==> src/rtl/serial_add_ctrl_pkg.sv <==
// Shared encodings and defaults for the bit-serial adder controller.
package serial_add_ctrl_pkg;

   localparam int ADD_WIDTH = 8;

   typedef enum logic [1:0] {
      ST_IDLE = 2'd0,
      ST_RUN  = 2'd1,
      ST_DONE = 2'd2
   } state_t;

endpackage

==> src/rtl/serial_add_ctrl_bit_adder.sv <==
// Single-bit full adder cell, time-shared by the serial add controller.
module bit_adder (
   input  logic a,
   input  logic b,
   input  logic cin,
   output logic s,
   output logic cout
);

   assign s    = a ^ b ^ cin;
   assign cout = (a & b) | (a & cin) | (b & cin);

endmodule

==> src/rtl/serial_add_ctrl.sv <==
// Bit-serial adder: one full-adder cell, one bit per clock, LSB first.
//
// state   | meaning
// --------+----------------------------------------------
// ST_IDLE | waiting for start; operands captured on start
// ST_RUN  | one result bit per edge, WIDTH edges total
// ST_DONE | result published, done pulsed for one cycle
module serial_add_ctrl
   import serial_add_ctrl_pkg::*;
#(
   parameter int WIDTH = ADD_WIDTH
) (
   input  logic             clk,
   input  logic             rst,
   input  logic             start,
   input  logic [WIDTH-1:0] a_in,
   input  logic [WIDTH-1:0] b_in,
   input  logic             cin_in,
   output logic             busy,
   output logic             done,
   output logic [WIDTH-1:0] sum,
   output logic             cout
);

   localparam int CW = $clog2(WIDTH);
   localparam logic [CW-1:0] CNT_LAST = CW'(WIDTH - 1);

   state_t           state_q, state_d;
   logic [WIDTH-1:0] a_sr_q, a_sr_d;
   logic [WIDTH-1:0] b_sr_q, b_sr_d;
   // Holds the WIDTH-1 bits already produced; the last bit joins on the final edge.
   logic [WIDTH-2:0] s_sr_q, s_sr_d;
   logic             carry_q, carry_d;
   logic [CW-1:0]    cnt_q, cnt_d;
   logic [WIDTH-1:0] sum_q, sum_d;
   logic             cout_q, cout_d;
   logic             busy_q, busy_d;
   logic             done_q, done_d;

   logic             s_bit;
   logic             c_bit;
   logic [WIDTH-1:0] s_ext;

   bit_adder u_bit_adder (
      .a    (a_sr_q[0]),
      .b    (b_sr_q[0]),
      .cin  (carry_q),
      .s    (s_bit),
      .cout (c_bit)
   );

   assign s_ext = {s_bit, s_sr_q};

   always_comb begin
      state_d = state_q;
      a_sr_d  = a_sr_q;
      b_sr_d  = b_sr_q;
      s_sr_d  = s_sr_q;
      carry_d = carry_q;
      cnt_d   = cnt_q;
      sum_d   = sum_q;
      cout_d  = cout_q;
      busy_d  = busy_q;
      done_d  = 1'b0;
      case (state_q)
         ST_IDLE: begin
            busy_d = 1'b0;
            if (start) begin
               a_sr_d  = a_in;
               b_sr_d  = b_in;
               carry_d = cin_in;
               cnt_d   = '0;
               s_sr_d  = '0;
               busy_d  = 1'b1;
               state_d = ST_RUN;
            end
         end
         ST_RUN: begin
            a_sr_d  = a_sr_q >> 1;
            b_sr_d  = b_sr_q >> 1;
            s_sr_d  = s_ext[WIDTH-1:1];
            carry_d = c_bit;
            cnt_d   = cnt_q + 1'b1;
            if (cnt_q == CNT_LAST) begin
               sum_d   = s_ext;
               cout_d  = c_bit;
               cnt_d   = '0;
               busy_d  = 1'b0;
               done_d  = 1'b1;
               state_d = ST_DONE;
            end
         end
         ST_DONE: begin
            busy_d  = 1'b0;
            state_d = ST_IDLE;
         end
         default: begin
            busy_d  = 1'b0;
            state_d = ST_IDLE;
         end
      endcase
   end

   always_ff @(posedge clk) begin
      if (rst) begin
         state_q <= ST_IDLE;
         a_sr_q  <= '0;
         b_sr_q  <= '0;
         s_sr_q  <= '0;
         carry_q <= 1'b0;
         cnt_q   <= '0;
         sum_q   <= '0;
         cout_q  <= 1'b0;
         busy_q  <= 1'b0;
         done_q  <= 1'b0;
      end else begin
         state_q <= state_d;
         a_sr_q  <= a_sr_d;
         b_sr_q  <= b_sr_d;
         s_sr_q  <= s_sr_d;
         carry_q <= carry_d;
         cnt_q   <= cnt_d;
         sum_q   <= sum_d;
         cout_q  <= cout_d;
         busy_q  <= busy_d;
         done_q  <= done_d;
      end
   end

   assign busy = busy_q;
   assign done = done_q;
   assign sum  = sum_q;
   assign cout = cout_q;

endmodule

==> config.mk <==
export PLATFORM = sky130hd
export DESIGN_NAME = serial_add_ctrl
export DESIGN_NICKNAME = d
export VERILOG_FILES = /design/src/rtl/serial_add_ctrl_pkg.sv /design/src/rtl/serial_add_ctrl_bit_adder.sv /design/src/rtl/serial_add_ctrl.sv
export SDC_FILE = /design/constraint.sdc
export NUM_CORES = 1
export LEC_CHECK = 0
export CAP_MARGIN = 20
export CORE_MARGIN = 8
export CORE_UTILIZATION = 40
export CTS_CLUSTER_DIAMETER = 150
export DETAILED_ROUTE_END_ITERATION = 10
export GPL_TIMING_DRIVEN = 0
export HOLD_SLACK_MARGIN = 0.15
export SYNTH_ARGS = -nofsm -noshare
export SYNTH_HDL_FRONTEND = slang
export SYNTH_SLANG_ARGS = --single-unit
==> constraint.sdc <==
create_clock -name clk -period 3.1 [get_ports clk]
set_input_delay 0.62 -clock clk [delete_from_list [all_inputs] [get_ports clk]]
set_output_delay 0.62 -clock clk [all_outputs]
set_load 0.01 [all_outputs]
==> out/summary.txt, run 1 <==
Initial antenna violation count: 0
Global-route wire length before repair: 5.90 mm
Number of synthesis warnings: 0
Total of max-cap violations: 0
Startpoint types: flip-flop
Final worst-path setup slack: 1.30 ns
Residual DRC: 0
Vias in the first global route: 1,309
CP max stage delay: 0.54 ns
WP data arrival: 1.18 ns
Worst-Skew Late Latency: 0.29 ns
WL final: 3.55 mm
HP Start: sum[3]
Post-CTS Repair Setup Buffers: 0
Pleak: 0.000772 uW
Syn_area_per_cell: 9.56 um2
Seq/Total Area, Yosys: 0.504
Post-synthesis cell type count: 23
Cell row count: 23
Total GRT Usage: 0.119
Outcome: finished clean
ANT cells: 0
Period Utilization, post-route: 0.581
Flop and latch count out of synthesis: 40
Vias/cell: 5.09
Syn Inst Count: 166
Worst R2R End: sum[1]
Clk pwr share: 0.344
# H-tree levels: 2
Fill cells: 374
CTS tree: yes
Delay-heaviest family, CP: buffers and inverters
Worst vdd rail ir drop: 307 uV
Crit Path Max Fanout: 2
I/O Buffers: 29
Crit path kind: flip-flop to output port
RSZ-0062 raised after global routing: no
Hold_buf cts: 0
Reg2reg start: cnt_q[0]
Pre-CTS setup slack: 1.14 ns
Crit-path slowest cell: clkdlybuf4s50_1
Clk buf depth: 2
CP Cell Sequence: clkdlybuf4s50_1
Clock transition at path regs: 0.08 ns
Chip height: 79.0 um
First-pass detailed-route iteration total: 4
Worst Setup End Kind: output port
Pwr dens: 503 nW/um2
Hold path depth: 2
Setup_tns: 0 ns
Global route overflow: 0
Layout cells sized above 1: 0.0936
Final min period: 1.80 ns
Core area: 3910 um2
Most frequent cells in the layout: dfxtp_1 (40), nor2_1 (31), clkdlybuf4s50_1 (29)
Via Count: 1,287
Root Driver: clkbuf_8
Fin nets: 225
First DRT Iteration DRCs: 89
Share of power burned in registers: 0.539
P_int: 777 uW
Clk_skew: 0.00513 ns
Post-route ant nets: 0
# setup viols final: 0
GP Congestion: 0.712
Post-Syn Area: 1590 um2
Buf/Inv on CP: 1
Post-CTS resize count: 0
Area Overhead vs Synth: 28.1%
Commonest non-fill, non-tap cell in the layout: dfxtp_1
Mapped Nets: 189
Slew Viols, Final: 0
Die Width: 79.0 um
Worst R2R Path Depth: 6
Sw Pwr: 246 uW
Pin count of the biggest net entering global routing: 13
Critical path required time: 2.48 ns
Hpwl dp: 2.68 mm
Flop-to-flop setup slack: 1.69 ns
Cts bufs inserted: 5
Combinational share of power: 0.118
Die area: 6240 um2
Max Freq: 0.555 GHz
Avg WL per Cell: 14.0 um
# IOs: 31
Slew Limit Headroom: 0.665
Worst-Margin Slew: 0.503 ns
Hold EP: sum[3]
Hold WC Path Type: flip-flop to flip-flop
Initial Util: 0.406
Fin. Hold Viols: 0
Clock tree sinks: 40
Switching Fraction: 0.240
[worst reg2reg max path: stages (launching register included)]
cell and delay, ns:
dfxtp_1 0.33, ha_1 0.20, ha_1 0.22, and3b_2 0.21, buf_2 0.17, nand2_1 0.08, a21oi_1 0.06
[kinds of logic (layout without fill, tap and decap cells)]
group	count (synthesis)	after routing	share of synthesized area
buf+inv	14	51	0.0567
fa+ha+maj	3	3	0.0284
compound gates	38	38	0.167
flops	40	40	0.504
mux	16	16	0.101
simple gates	55	55	0.143
[routing by layer]
| metal | part of all wire | GRT usage | vias up |
|---|---|---|---|
| li1 | - | - | 655 |
| met1 | 0.44 | 0.133 | 592 |
| met2 | 0.47 | 0.195 | 35 |
| met3 | 0.073 | 0.0519 | 5 |
| met4 | 0.017 | 0.0444 | 0 |
| met5 | 0 | 0 | - |
[synth_stat cells, drive strengths merged]
cell type | count | area, um2
fa | 1 | 20.0
inv | 1 | 3.75
ha | 2 | 25.0
nor4 | 1 | 6.26
nand3b | 1 | 7.51
o21ba | 1 | 10.0
nor3b | 1 | 7.51
dfxtp | 40 | 801
and3b | 1 | 10.0
nor2b | 1 | 6.26
o21bai | 1 | 7.51
nor3 | 1 | 5.00
clkbuf | 4 | 15.0
nand2 | 18 | 67.6
nor2 | 31 | 116
mux2i | 16 | 160
a21oi | 9 | 45.0
buf | 9 | 71.3
a22oi | 12 | 90.1
a211oi | 15 | 113
[layout make-up]
type | count | area, um2 | share of cell area
clock inverters | 2 | 10.0 | 0.00492
clock buffers | 6 | 82.6 | 0.0406
repair buffers | 29 | 290 | 0.143
flip-flops and latches | 40 | 801 | 0.394
well taps | 50 | 62.6 | 0.0308
plain buffers | 13 | 86.3 | 0.0425
inverters | 1 | 3.75 | 0.00185
multi-input cells | 112 | 697 | 0.343
[per-stage QoR]
step | hold WS, ns | cell area [um2] | util | power (uW) | instances
finish | 0.454 | 2030 | 0.520 | 1020 | 253
global route | 0.482 | 2030 | 0.520 | 1070 | 253
CTS | 0.459 | 2030 | 0.520 | 1040 | 253
detailed placement | 0.449 | 1940 | 0.496 | 684 | 245
global placement | 0.441 | 1940 | 0.496 | 679 | 245
floorplan | 0.432 | 1590 | - | 636 | 166
[flip-flops by register name, indices dropped and copies added (netlist names)]
| register | count |
|---|---|
| a_sr_q | 8 |
| b_sr_q | 8 |
| sum | 8 |
| s_sr_q | 7 |
| cnt_q | 3 |
| state_q | 2 |
| busy | 1 |
| carry_q | 1 |
| cout | 1 |
| done | 1 |
[power groups by stage]
| stage | clock network (uW) | logic [uW] | registers (uW) |
|---|---|---|---|
| 2_1_floorplan | 0 | 76.9 | 560 |
| 3_3_place_gp | 0 | 117 | 562 |
| 3_5_place_dp | 0 | 121 | 563 |
| 4_1_cts | 365 | 121 | 551 |
| 5_1_grt | 389 | 131 | 554 |
| 6_report | 352 | 120 | 551 |
[worst max path at each step]
stage | to | slack (ns) | cells past startpoint | from
floorplan | sum[0] | 1.82 | 6 | cnt_q[0]
global placement | a_sr_q[7] | 1.15 | 5 | start
detailed placement | s_sr_q[4] | 1.14 | 5 | start
CTS | sum[2] | 1.28 | 1 | sum[2]
global route | cout | 1.25 | 1 | cout
finish | cout | 1.30 | 1 | cout
(Power assumes the default switching activity.)
==> inputs of run 2 (changes only) <==
- clock period: 3.1 -> 1.7 ns (I/O delays scaled with it)
==> results of run 2 <==
The final DEF is identical to that of run 1. Status: finished clean.
Main changes from that run: setup slack after placement 1.14 ns -> 0.0201 ns; setup slack after layout 1.30 ns -> 0.178 ns; hold slack 0.454 ns -> 0.429 ns; register-to-register setup slack 1.69 ns -> 0.29 ns; end point of the worst hold path sum[3] -> b_sr_q[7]; total power 1020 uW -> 1870 uW; worst IR drop on VDD 307 uV -> 560 uV
